$ cat src/rtl/pipe_controller_ext.sv
// pipe_controller_ext: RV32I pipelined control unit.
// Decodes opcode/funct3/funct7b5 in Decode and carries the control bundle
// through the Execute, Memory and Writeback stages. Execute resolves branches
// from the ALU flags. The E register can be stalled or flushed, and a valid
// bit travels with every instruction.
// Optional feature: define PIPE_CTRL_PERF_CNT_EN to add retire and taken
// counters (RetireCnt, TakenCnt).

module pipe_controller_ext #(
    parameter int ALUCTRL_W = 4,
    parameter int IMMSRC_W  = 3
) (
    input  logic                 clk,
    input  logic                 rst,
    input  logic [6:0]           opD,
    input  logic [2:0]           funct3D,
    input  logic                 funct7b5D,
    input  logic                 ValidD,
    input  logic                 StallE,
    input  logic                 FlushE,
    input  logic                 ZeroE,
    input  logic                 LtE,
    input  logic                 LtuE,
    output logic [IMMSRC_W-1:0]  ImmSrcD,
    output logic                 IllegalD,
    output logic                 PCSrcE,
    output logic                 PCTgtSrcE,
    output logic [ALUCTRL_W-1:0] ALUControlE,
    output logic [1:0]           ALUSrcAE,
    output logic                 ALUSrcBE,
    output logic                 ResultSrcE0,
    output logic                 MemWriteM,
    output logic                 RegWriteM,
    output logic                 RegWriteW,
    output logic [1:0]           ResultSrcW,
    output logic                 ValidW
`ifdef PIPE_CTRL_PERF_CNT_EN
    ,
    output logic [31:0]          RetireCnt,
    output logic [31:0]          TakenCnt
`endif
);

    localparam logic [6:0] OP_LOAD   = 7'b0000011;
    localparam logic [6:0] OP_STORE  = 7'b0100011;
    localparam logic [6:0] OP_RTYPE  = 7'b0110011;
    localparam logic [6:0] OP_IALU   = 7'b0010011;
    localparam logic [6:0] OP_BRANCH = 7'b1100011;
    localparam logic [6:0] OP_JAL    = 7'b1101111;
    localparam logic [6:0] OP_JALR   = 7'b1100111;
    localparam logic [6:0] OP_LUI    = 7'b0110111;
    localparam logic [6:0] OP_AUIPC  = 7'b0010111;

    localparam logic [2:0] IMM_I = 3'b000;
    localparam logic [2:0] IMM_S = 3'b001;
    localparam logic [2:0] IMM_B = 3'b010;
    localparam logic [2:0] IMM_J = 3'b011;
    localparam logic [2:0] IMM_U = 3'b100;

    localparam logic [3:0] ALU_ADD  = 4'b0000;
    localparam logic [3:0] ALU_SUB  = 4'b0001;
    localparam logic [3:0] ALU_AND  = 4'b0010;
    localparam logic [3:0] ALU_OR   = 4'b0011;
    localparam logic [3:0] ALU_XOR  = 4'b0100;
    localparam logic [3:0] ALU_SLT  = 4'b0101;
    localparam logic [3:0] ALU_SLTU = 4'b0110;
    localparam logic [3:0] ALU_SLL  = 4'b0111;
    localparam logic [3:0] ALU_SRL  = 4'b1000;
    localparam logic [3:0] ALU_SRA  = 4'b1001;

    // Decode-stage control signals
    logic                 w_regWriteD;
    logic [1:0]           w_resultSrcD;
    logic                 w_memWriteD;
    logic                 w_jumpD;
    logic                 w_jalrD;
    logic                 w_branchD;
    logic [3:0]           w_aluOpD;
    logic [3:0]           w_funcAluD;
    logic [1:0]           w_aluSrcAD;
    logic                 w_aluSrcBD;
    logic [2:0]           w_immSelD;
    logic                 w_legalD;
    logic [ALUCTRL_W-1:0] w_aluControlD;

    // Execute-stage registers
    logic                 r_regWriteE;
    logic [1:0]           r_resultSrcE;
    logic                 r_memWriteE;
    logic                 r_jumpE;
    logic                 r_jalrE;
    logic                 r_branchE;
    logic [2:0]           r_funct3E;
    logic [ALUCTRL_W-1:0] r_aluControlE;
    logic [1:0]           r_aluSrcAE;
    logic                 r_aluSrcBE;
    logic                 r_validE;
    logic                 w_takenE;

    // Memory-stage registers
    logic                 r_regWriteM;
    logic [1:0]           r_resultSrcM;
    logic                 r_memWriteM;
    logic                 r_validM;

    // Writeback-stage registers
    logic                 r_regWriteW;
    logic [1:0]           r_resultSrcW;
    logic                 r_validW;

    // Arithmetic operation selected by funct3; sub only exists for R-type, sra for both
    always_comb begin
        w_funcAluD = ALU_ADD;
        case (funct3D)
            3'b000:  w_funcAluD = ((opD == OP_RTYPE) && funct7b5D) ? ALU_SUB : ALU_ADD;
            3'b001:  w_funcAluD = ALU_SLL;
            3'b010:  w_funcAluD = ALU_SLT;
            3'b011:  w_funcAluD = ALU_SLTU;
            3'b100:  w_funcAluD = ALU_XOR;
            3'b101:  w_funcAluD = funct7b5D ? ALU_SRA : ALU_SRL;
            3'b110:  w_funcAluD = ALU_OR;
            default: w_funcAluD = ALU_AND;
        endcase
    end

    // Main opcode decoder; unknown opcodes leave every write/branch/jump control at 0
    always_comb begin
        w_regWriteD  = 1'b0;
        w_resultSrcD = 2'b00;
        w_memWriteD  = 1'b0;
        w_jumpD      = 1'b0;
        w_jalrD      = 1'b0;
        w_branchD    = 1'b0;
        w_aluOpD     = ALU_ADD;
        w_aluSrcAD   = 2'b00;
        w_aluSrcBD   = 1'b0;
        w_immSelD    = IMM_I;
        w_legalD     = 1'b1;
        case (opD)
            OP_LOAD: begin
                w_regWriteD  = 1'b1;
                w_aluSrcBD   = 1'b1;
                w_resultSrcD = 2'b01;
            end
            OP_STORE: begin
                w_memWriteD = 1'b1;
                w_immSelD   = IMM_S;
                w_aluSrcBD  = 1'b1;
            end
            OP_RTYPE: begin
                w_regWriteD = 1'b1;
                w_aluOpD    = w_funcAluD;
            end
            OP_IALU: begin
                w_regWriteD = 1'b1;
                w_aluOpD    = w_funcAluD;
                w_aluSrcBD  = 1'b1;
            end
            OP_BRANCH: begin
                w_branchD = 1'b1;
                w_immSelD = IMM_B;
                w_aluOpD  = ALU_SUB;
            end
            OP_JAL: begin
                w_jumpD      = 1'b1;
                w_regWriteD  = 1'b1;
                w_resultSrcD = 2'b10;
                w_immSelD    = IMM_J;
            end
            OP_JALR: begin
                w_jumpD      = 1'b1;
                w_jalrD      = 1'b1;
                w_regWriteD  = 1'b1;
                w_resultSrcD = 2'b10;
                w_aluSrcBD   = 1'b1;
            end
            OP_LUI: begin
                w_aluSrcAD  = 2'b10;
                w_aluSrcBD  = 1'b1;
                w_immSelD   = IMM_U;
                w_regWriteD = 1'b1;
            end
            OP_AUIPC: begin
                w_aluSrcAD  = 2'b01;
                w_aluSrcBD  = 1'b1;
                w_immSelD   = IMM_U;
                w_regWriteD = 1'b1;
            end
            default: begin
                w_legalD = 1'b0;
            end
        endcase
    end

    // Widen the ALU code and immediate select to their parameter widths, upper bits zero
    always_comb begin
        w_aluControlD      = '0;
        w_aluControlD[3:0] = w_aluOpD;
        ImmSrcD            = '0;
        ImmSrcD[2:0]       = w_immSelD;
    end

    assign IllegalD = ValidD & ~w_legalD;

    // D->E register: reset, then flush (bubble), then stall (hold), else load
    always_ff @(posedge clk) begin
        if (rst || FlushE) begin
            r_regWriteE   <= 1'b0;
            r_resultSrcE  <= 2'b00;
            r_memWriteE   <= 1'b0;
            r_jumpE       <= 1'b0;
            r_jalrE       <= 1'b0;
            r_branchE     <= 1'b0;
            r_funct3E     <= 3'b000;
            r_aluControlE <= '0;
            r_aluSrcAE    <= 2'b00;
            r_aluSrcBE    <= 1'b0;
            r_validE      <= 1'b0;
        end else if (!StallE) begin
            r_regWriteE   <= w_regWriteD;
            r_resultSrcE  <= w_resultSrcD;
            r_memWriteE   <= w_memWriteD;
            r_jumpE       <= w_jumpD;
            r_jalrE       <= w_jalrD;
            r_branchE     <= w_branchD;
            r_funct3E     <= funct3D;
            r_aluControlE <= w_aluControlD;
            r_aluSrcAE    <= w_aluSrcAD;
            r_aluSrcBE    <= w_aluSrcBD;
            r_validE      <= ValidD;
        end
    end

    // Branch condition chosen by funct3 from the ALU comparison flags
    always_comb begin
        w_takenE = 1'b0;
        case (r_funct3E)
            3'b000:  w_takenE = ZeroE;
            3'b001:  w_takenE = ~ZeroE;
            3'b100:  w_takenE = LtE;
            3'b101:  w_takenE = ~LtE;
            3'b110:  w_takenE = LtuE;
            3'b111:  w_takenE = ~LtuE;
            default: w_takenE = 1'b0;
        endcase
    end

    assign PCSrcE      = (r_branchE & w_takenE) | r_jumpE;
    assign PCTgtSrcE   = r_jalrE;
    assign ALUControlE = r_aluControlE;
    assign ALUSrcAE    = r_aluSrcAE;
    assign ALUSrcBE    = r_aluSrcBE;
    assign ResultSrcE0 = r_resultSrcE[0];

    // E->M register; side-effecting controls are masked by the valid bit
    always_ff @(posedge clk) begin
        if (rst) begin
            r_regWriteM  <= 1'b0;
            r_resultSrcM <= 2'b00;
            r_memWriteM  <= 1'b0;
            r_validM     <= 1'b0;
        end else begin
            r_regWriteM  <= r_regWriteE & r_validE;
            r_resultSrcM <= r_resultSrcE & {2{r_validE}};
            r_memWriteM  <= r_memWriteE & r_validE;
            r_validM     <= r_validE;
        end
    end

    // M->W register; same masking so bubbles never write the register file
    always_ff @(posedge clk) begin
        if (rst) begin
            r_regWriteW  <= 1'b0;
            r_resultSrcW <= 2'b00;
            r_validW     <= 1'b0;
        end else begin
            r_regWriteW  <= r_regWriteM & r_validM;
            r_resultSrcW <= r_resultSrcM & {2{r_validM}};
            r_validW     <= r_validM;
        end
    end

    assign MemWriteM  = r_memWriteM;
    assign RegWriteM  = r_regWriteM;
    assign RegWriteW  = r_regWriteW;
    assign ResultSrcW = r_resultSrcW;
    assign ValidW     = r_validW;

`ifdef PIPE_CTRL_PERF_CNT_EN
    logic [31:0] r_retireCnt;
    logic [31:0] r_takenCnt;

    // Free-running performance counters; they wrap and ignore stalls
    always_ff @(posedge clk) begin
        if (rst) begin
            r_retireCnt <= 32'd0;
            r_takenCnt  <= 32'd0;
        end else begin
            if (r_validW) begin
                r_retireCnt <= r_retireCnt + 32'd1;
            end
            if (PCSrcE && r_validE) begin
                r_takenCnt <= r_takenCnt + 32'd1;
            end
        end
    end

    assign RetireCnt = r_retireCnt;
    assign TakenCnt  = r_takenCnt;
`endif

endmodule

$ cat config.mk
export PLATFORM = sky130hd
export DESIGN_NAME = pipe_controller_ext
export DESIGN_NICKNAME = d
export VERILOG_FILES = /design/src/rtl/pipe_controller_ext.sv
export SDC_FILE = /design/constraint.sdc
export NUM_CORES = 1
export LEC_CHECK = 0
export BUFFER_PORTS_ARGS = -buffer_cell sky130_fd_sc_hd__buf_4
export CAP_MARGIN = 20
export CORE_MARGIN = 1
export CORE_UTILIZATION = 30
export CTS_CLUSTER_DIAMETER = 40
export DETAILED_ROUTE_END_ITERATION = 12
export GPL_TIMING_DRIVEN = 0
export PLACE_DENSITY = 0.5
export SYNTH_ARGS = -nofsm -noshare
export SYNTH_HDL_FRONTEND = slang
export SYNTH_SLANG_ARGS = --single-unit
$ cat constraint.sdc
create_clock -name clk -period 4.15 [get_ports clk]
set_input_delay 1.245 -clock clk [delete_from_list [all_inputs] [get_ports clk]]
set_output_delay 1.245 -clock clk [all_outputs]
set_load 0.01 [all_outputs]
Word level (Yosys, flattened, before mapping)

Cells that the tools add are included.

$add $sub $neg: 0
Multipliers: 0
Divide/modulo/power cells: 0
Magnitude comparators: 0
Shifts and indexed selects: 0
Eq/ne operators: 20
Multiplexer cells: 15
Bitwise logic cells: 12
Reductions and logical operators: 10

Operator list:

| operator             | count |
|---|---|
| $pmux W4 S7          | 1 |
| $eq A3 B3 Y1 const B | 7 |
| $eq A7 B6 Y1 const B | 3 |
| $eq A7 B7 Y1 const B | 3 |
| $eq A7 B5 Y1 const B | 2 |
| $pmux W3 S4          | 1 |
| $mux W1              | 9 |
| $reduce_or A9 Y1     | 1 |
| $pmux W2 S2          | 2 |
| $pmux W4 S2          | 1 |
| $eq A7 B2 Y1 const B | 1 |
| $reduce_or A7 Y1     | 1 |
| $eq A3 B1 Y1 const B | 2 |
| $eq A3 B2 Y1 const B | 2 |
| $logic_not A3 Y1     | 2 |
| $pmux W1 S6          | 1 |
| $reduce_or A2 Y1     | 3 |
| $reduce_or A6 Y1     | 1 |
| $and A1 B1 Y1        | 5 |
| $and A2 B2 Y2        | 2 |
| $not A1 Y1           | 4 |
| $logic_and A1 B1 Y1  | 1 |
| $logic_or A1 B1 Y1   | 1 |
| $or A1 B1 Y1         | 1 |

Memory bits (writable): 0
Memories: 0
ROM bits: 0
Output and inout port bits: 20
Latch bits: 0
Flip-flop bits (word level): 27
Input bits: 19

Longest topological paths before layout

Gate-level depths: netlist of run 1.

Depth after elaboration: 5
Depth in mapped cells: 5
Depth with buffers taken out: 4

Worst setup path after synthesis of run 1

No wires, ideal clock.

Kind: input-to-output
From: input opD[2]
To: output ImmSrcD[2]
Setup slack: 0.853 ns
Stages: 3
Arrival time: 2.052 ns
Path buffers: 1
Cell sequence: clkbuf_2 > inv_1 > nor4_1

Cells in the longest elaborated chain, start to end: 3

Ends and longest elaborated chain:

| element                                             | RTL line | source |
|---|---|---|
| start, declared                                     | 15       | `input logic [6:0] opD,` |
| $eq A7 B5 Y1 / $eq A7 B6 Y1 (equally long branches) | 139      | `case (opD)` |
| $reduce_or A2 Y1 (no line)                          | -        |  |
| $pmux W3 S4 (*)                                     | 139      |  |
| end, declared                                       | 24       | `output logic [IMMSRC_W-1:0] ImmSrcD,` |

Every way passes the cells marked *; elsewhere a longest branch is shown, timed or not.

Final worst setup path of run 1

From: input opD[4]
To: output ImmSrcD[0]

The elaborated chain is that of the path after synthesis.

==> results of run 1 <==
-- metal layers --
metal	routed length [um]	global-route usage	up-vias
li1	-	-	521
met1	1100	0.158	441
met2	1180	0.230	31
met3	139	0.0417	4
met4	33	0.0436	0
met5	0	0	-
-- state kept, by name (all words and copies together), names as in the netlist --
| name | cells |
|---|---|
| ALUControlE | 4 |
| ALUSrcAE | 2 |
| ALUSrcBE | 1 |
| MemWriteM | 1 |
| PCTgtSrcE | 1 |
| RegWriteM | 1 |
| RegWriteW | 1 |
| ResultSrcW | 2 |
| ValidW | 1 |
| r_branchE | 1 |
| r_funct3E | 3 |
| r_jumpE | 1 |
| r_memWriteE | 1 |
| r_regWriteE | 1 |
| r_resultSrcE | 2 |
| r_resultSrcM | 2 |
| r_validE | 1 |
| r_validM | 1 |
-- kinds of logic after synthesis --
| logic type | Yosys count |
|---|---|
| and+or+nand+nor | 56 |
| DFF | 27 |
| AOI/OAI and AO/OA | 25 |
| buffers and inverters | 8 |
| muxes | 6 |
| xor gates and xnor gates | 4 |
-- Yosys cell counts --
master,n
a211oi_1,2
a21oi_1,11
a221oi_1,1
a22oi_1,3
a31oi_1,1
and2_1,7
buf_4,1
clkbuf_1,4
clkbuf_2,1
dfxtp_1,27
inv_1,2
mux2_2,1
mux2i_1,5
nand2_1,13
nand2b_1,2
nand3_1,1
nand3b_1,2
nand3b_4,1
nand4b_1,1
nor2_1,12
nor2b_1,4
nor3_1,4
nor3b_1,1
nor4_1,3
o21ai_0,7
or2_2,1
or3_1,2
or4_1,1
or4_2,1
xnor2_1,1
xor2_1,3
-- worst max-delay path, delay by kind of cell --
family	cells	cell delay (ns)
and+or+nand+nor	3	0.74
buffers and inverters	2	0.29
AOI/OAI and AO/OA	1	0.11
-- worst paths after layout --
path | from | to | slack [ns] | cells past startpoint
worst max-delay path | opD[4] | ImmSrcD[0] | 0.52 | 6
worst min-delay path | r_resultSrcM[1] | ResultSrcW[1] | 0.43 | 1
worst min register to register | r_resultSrcM[1] | ResultSrcW[1] | 0.43 | 1
worst max register to register | r_validE | MemWriteM | 3.35 | 2
-- cell type report --
class | count | area, um^2
Sequential cell | 27 | 541
Buffer | 6 | 27.5
Tap cell | 46 | 57.6
Clock inverter | 1 | 7.51
Fill cell | 362 | 1950
Timing Repair Buffer | 36 | 270
Inverter | 2 | 7.51
Multi-Input combinational cell | 91 | 544
Clock buffer | 3 | 41.3
-- power by group through the flow --
stage	Combinational (mW)	Clock, mW	Sequential (mW)
4_1_cts	0.0497	0.159	0.262
5_1_grt	0.0545	0.170	0.263
3_3_place_gp	0.0491	0	0.268
3_5_place_dp	0.0495	0	0.268
6_report	0.0491	0.151	0.262
2_1_floorplan	0.0250	0	0.268
==> summary.md, run 1 <==
| Metric | Value |
|---|---|
| Synth Instances | `~130` |
| Largest area contributor in the netlist | `dfxtp_1` |
| Final worst setup slack | `0.523 ns` |
| Worst slew margin | `0.571` |
| Initial Util | `0.325` |
| First-pass GRT wire length | `roughly 4200 um` |
| Worst-Margin Slew | `between 0.6 and 0.7 ns` |
| Area contributors post-synth | `dfxtp_1 48%, a21oi_1 4.9%, mux2i_1 4.5%` |
| Worst Path Class, Setup | `input port to output pin` |
| Final-stage net count | `around 190` |
| Area after DPL | `about 1400 um^2` |
| Clock root buffer | `clkbuf_8` |
| Initial antenna violation count | `0` |
| Yosys reg bits | `27` |
| Core area | `around 3400 um^2` |
| Largest net degree at the start of global routing | `17` |
| Sw frac | `0.237` |
| Simple-Gate Fraction of Synth Area | `0.273` |
| Clock sinks | `27` |
| RSZ-0062 raised after global routing | `no` |
| Post_cts resized | `0` |
| Final setup fails | `0` |
| Pre-CTS WS | `approximately 0.56 ns` |
| Clk pin slew, worst setup/hold paths | `around 0.090 ns` |
| Synth Net Count | `~150` |
| Post-synthesis sequential area ratio | `0.483` |
| Hold Path Class | `register to register` |
| Gpl congestion | `0.873` |
| Slew Limit Fails | `0` |
| Ys Warns | `0` |
| Final Core Density | `0.435` |
| Clock Path Buffers | `2` |
| Req. time, crit path | `just under 3 ns` |
| Comb power frac | `0.106` |
| Xor/xnor share of the synthesized area | `0.0313` |
| Placed Cells | `approximately 210` |
| IO Pins | `39` |
| Crit path DAT | `~2.4 ns` |
| Rows | `21` |
| Post-DRT Antenna Nets | `0` |
| F_max | `~0.28 GHz` |
| Slowest cell on crit path | `nor3_1` |
| Final Skew | `a little under 0.0007 ns` |
| Post-CTS Setup Bufs | `0` |
| Crit-path most repeated cell | `buf_4` |
| Wirelength per Cell | `roughly 12 um` |
| TNS Setup | `0 ns` |
| Dpl hpwl | `about 1900 um` |
| CTS Buf Count | `3` |
| Cell Count, Final, Fillers Out | `around 210` |
| Worst-Skew Late Latency | `around 0.27 ns` |
| Synth Area in Compound Gates | `0.127` |
| Pwr dens | `between 300 and 400 nW/um^2` |
| Most frequent cells in the layout | `37 x buf_4, 27 x dfxtp_1, 13 x nand2_1` |
| DRT Wirelength | `about 2500 um` |
| Total grt overflow | `0` |
| TritonCTS clock tree | `built` |
| Finished Cell Area | `~1500 um^2` |
| Synthesized area per cell | `just under 9 um^2` |
| Design Power | `462 uW` |
| Type of element capturing the critical path | `output pin` |
| Vias in the first global route | `929` |
| Router iterations before antenna repair | `4` |
| Final Cycle Share | `0.874` |
| Number of inserted diodes | `0` |
| Die X-Extent | `roughly 63 um` |
| Startpoint class of the critical path | `input port` |
| Period minus WS final | `around 3.6 ns` |
| Synth top area share | `0.483` |
| Commonest non-fill, non-tap cell in the layout | `buf_4` |
| P&R area growth vs syn | `33.6%` |
| Port-buffer cells | `36` |
| Peak VDD IR | `around 180 uV` |
| Total Routing Usage GR | `0.134` |
| Die height | `between 60 and 70 um` |
| Share of layout cells above drive strength 1 | `0.277` |
| Net Switching | `between 100 and 150 uW` |
| Clock network fraction of design power | `0.326` |
| Initial DRC Count | `44` |
| Vias | `roughly 1000` |
| H-tree lvl count | `1` |
| Drt drc | `0` |
| Reg power frac | `0.568` |
| Mux cell area share after synthesis | `0.0547` |
| Adder-Cell Fraction of Synth Area | `0` |
| Hold-fix buffers, CTS | `0` |
| Final hold slack | `around 0.43 ns` |
| P_int | `about 350 uW` |
| Worst Path Max Fanout | `5` |
| Status | `completed` |
| Max-Cap Viols | `0` |
| Pleak | `approximately 0.61 nW` |
| Yosys cell types | `31` |
| Final Hold Viols | `0` |
| Post-synthesis instance area | `roughly 1100 um^2` |
| Die ar. | `roughly 4000 um^2` |
| Vias per cell | `~4.7` |
| Crit-path max cell delay | `~0.40 ns` |
| Largest family of logic cells by synthesized area | `simple AND/OR/NAND/NOR gates` |
| Worst path cell trace | `buf_4 > nand3b_1 > nor3_1 > nand2_1 > o21ai_0 > buf_4` |
No activity file was read; power rests on OpenSTA's default activity.
==> inputs of run 2 (changes only) <==
- CAP_MARGIN: 20 -> 10
- PLACE_DENSITY: 0.5 -> unset
==> run 2 against run 1 <==
Compared with the run above: hold slack better by 0.0072 ns; sequential share of layout area is 0.091 points higher; via count increased by 1.2%; global-route usage increased by 0.32 points.
==> summary.md, run 2 (synthesis gave the netlist of run 1 again) <==
| Metric | Value |
|---|---|
| Status | `completed (unchanged)` |
| Clk pin slew, worst setup/hold paths | `0.08 ns (was 0.09 ns)` |
| Worst path cell trace | `buf_4 > nand3b_1 > nor3_1 > nand2_1 > o21ai_0 > buf_4 (unchanged)` |
| TritonCTS clock tree | `built (unchanged)` |
| DRT Wirelength | `2600 um (was 2450 um)` |
| Total grt overflow | `0 (unchanged)` |
| Crit path DAT | `2.40 ns (was 2.38 ns)` |
| Router iterations before antenna repair | `4 (unchanged)` |
| Total Routing Usage GR | `0.138 (was 0.134)` |
| Final-stage net count | `186 (unchanged)` |
| Finished Cell Area | `1490 um^2 (was 1500 um^2)` |
| Clock root buffer | `clkbuf_8 (unchanged)` |
| Worst slew margin | `0.560 (was 0.571)` |
| Sw frac | `0.224 (was 0.237)` |
| Worst hold endpoint | `ResultSrcW[0] (was ResultSrcW[1])` |
| Area after DPL | `1450 um^2 (unchanged)` |
| Placed Cells | `208 (unchanged)` |
| Largest net degree at the start of global routing | `15 (was 17)` |
| Design Power | `455 uW (was 462 uW)` |
| Area of the multi-input gates | `544 um^2 (unchanged)` |
| Highest routed layer | `met3 (was met4)` |
| Met3 wire length | `89 um (was 139 um)` |
| Crit-path max cell delay | `0.43 ns (was 0.40 ns)` |
| P&R area growth vs syn | `33.3% (was 33.6%)` |
| Drt drc | `0 (unchanged)` |
| Metal2 WL | `1360 um (was 1180 um)` |
| Wirelength per Cell | `12.2 um (was 11.6 um)` |
| Worst-Skew Late Latency | `0.26 ns (was 0.27 ns)` |
| Worst-Margin Slew | `0.654 ns (was 0.638 ns)` |
| Req. time, crit path | `2.90 ns (about the same)` |
| P_int | `353 uW (about the same)` |
| H-tree lvl count | `1 (unchanged)` |
| Dpl hpwl | `1990 um (was 1870 um)` |
| Min-delay src | `r_resultSrcM[0] (was r_resultSrcM[1])` |
| Comb power frac | `0.110 (was 0.106)` |
| Post_cts resized | `0 (unchanged)` |
| Period minus WS final | `3.65 ns (was 3.63 ns)` |
| Final Cycle Share | `0.879 (was 0.874)` |
| Crit-path most repeated cell | `buf_4 (unchanged)` |
| Vias in the first global route | `963 (was 929)` |
| Final Hold Viols | `0 (unchanged)` |
| Worst hold stages | `1 (unchanged)` |
| Most frequent cells in the layout | `37 x buf_4, 27 x dfxtp_1, 13 x nand2_1 (unchanged)` |
| Reg-to-reg endpoint | `r_resultSrcM[0] (was MemWriteM)` |
| RSZ-0062 raised after global routing | `no (unchanged)` |
| CP delay by family, top | `simple AND/OR/NAND/NOR gates (unchanged)` |
| Net Switching | `102 uW (was 109 uW)` |
| Share of layout cells above drive strength 1 | `0.271 (was 0.277)` |
| F_max | `0.274 GHz (was 0.276 GHz)` |
| Worst Reg2Reg Path Length in Cells | `2 (unchanged)` |
| Clock network fraction of design power | `0.313 (was 0.326)` |
| Worst Path Max Fanout | `5 (unchanged)` |
| Peak VDD IR | `116 uV (was 183 uV)` |
| Reg power frac | `0.577 (was 0.568)` |
| Max-Cap Viols | `0 (unchanged)` |
| Final Core Density | `0.434 (was 0.435)` |
| Setup slack, reg-to-reg | `3.38 ns (was 3.35 ns)` |
| Slew Limit Fails | `0 (unchanged)` |
| Cell Count, Final, Fillers Out | `212 (unchanged)` |
| Clock sinks | `27 (unchanged)` |
| Pleak | `0.608 nW (was 0.607 nW)` |
| First-pass GRT wire length | `4280 um (was 4160 um)` |
| Hold-fix buffers, CTS | `0 (unchanged)` |
| CTS Buf Count | `3 (unchanged)` |
| Clock Path Buffers | `2 (unchanged)` |
| Initial Util | `0.325 (unchanged)` |
| Type of element capturing the critical path | `output pin (unchanged)` |
| Core area | `3440 um^2 (unchanged)` |
| Post-DRT Antenna Nets | `0 (unchanged)` |
| WP buf/inv | `2 (unchanged)` |
| TNS Setup | `0 ns (unchanged)` |
| Slowest cell on crit path | `nor3_1 (unchanged)` |
| Initial DRC Count | `22 (was 44)` |
| Fillers | `350 (was 362)` |
| Max reg flops | `4 (unchanged)` |
| Die ar. | `3980 um^2 (unchanged)` |
| Final setup fails | `0 (unchanged)` |
| Rows | `21 (unchanged)` |
| Die X-Extent | `63.1 um (unchanged)` |
| Number of inserted diodes | `0 (unchanged)` |
| Final Skew | `0.000328 ns (was 0.000672 ns)` |
| IO Pins | `39 (unchanged)` |
| Hold Path Class | `register to register (unchanged)` |
| FF-to-FF Start | `r_validE (unchanged)` |
| Post-CTS Setup Bufs | `0 (unchanged)` |
| Vias | `1009 (was 997)` |
| Commonest non-fill, non-tap cell in the layout | `buf_4 (unchanged)` |
| Wl on met1 | `1140 um (was 1100 um)` |
| Worst Path Class, Setup | `input port to output pin (unchanged)` |
| Port-buffer cells | `36 (unchanged)` |
| Pwr dens | `305 nW/um^2 (was 309 nW/um^2)` |
| Vias per cell | `4.76 (was 4.70)` |
| Gpl congestion | `0.789 (was 0.873)` |
| Initial antenna violation count | `0 (unchanged)` |
| Die height | `63.1 um (unchanged)` |
| Startpoint class of the critical path | `input port (unchanged)` |
| Register Area | `541 um^2 (unchanged)` |
-- run 2: cell count changes in the layout (fill, tap and decap cells not counted), sizes merged --
cell,delta
clkbuf,+1
clkinvlp,-1
-- run 2: worst max-delay path by stage --
stage,slack (ns),cells past startpoint,to,start
6_report,0.50,6,ImmSrcD[0],opD[4]
2_1_floorplan,0.85,3,ImmSrcD[2],opD[2]
3_3_place_gp,0.53,6,ImmSrcD[0],opD[4]
5_1_grt,0.38,6,ImmSrcD[0],opD[4]
3_5_place_dp,0.53,6,ImmSrcD[0],opD[4]
4_1_cts,0.52,6,ImmSrcD[0],opD[4]
-- run 2: worst register-to-register path: cells and delay by family, from the launching register on --
family           cells  cell delay [ns]
AND/OR/NAND/NOR      2             0.40
flip-flops           1             0.33
-- run 2: stage by stage --
| stage | hold WS, ns | worst slack (ns) |
|---|---|---|
| floorplan | 0.406 | 0.853 |
| global placement | 0.411 | 0.534 |
| detailed placement | 0.424 | 0.526 |
| CTS | 0.444 | 0.523 |
| global route | 0.452 | 0.378 |
| finish | 0.439 | 0.503 |
-- run 2: layout make-up --
| type | count | share of cell area |
|---|---|---|
| Multi-Input combinational cell | 91 | 0.365 |
| Clock buffer | 4 | 0.0302 |
| Sequential cell | 27 | 0.362 |
| Inverter | 2 | 0.00503 |
| Tap cell | 46 | 0.0386 |
| Timing Repair Buffer | 36 | 0.181 |
| Buffer | 6 | 0.0184 |
-- run 2: metal layers --
metal / GRT usage / up-vias
met5: 0 / -
met4: 0.0610 / 0
met3: 0.0272 / 0
met2: 0.237 / 23
met1: 0.164 / 468
li1: - / 518
-- run 2: power groups by stage --
| stage | Combinational [mW] | Sequential, mW | Clock, mW |
|---|---|---|---|
| after global routing | 0.0555 | 0.263 | 0.160 |
| after detailed placement | 0.0498 | 0.268 | 0 |
| after floorplan | 0.0250 | 0.268 | 0 |
| after global placement | 0.0481 | 0.268 | 0 |
| final | 0.0501 | 0.262 | 0.142 |
| after CTS | 0.0503 | 0.262 | 0.148 |
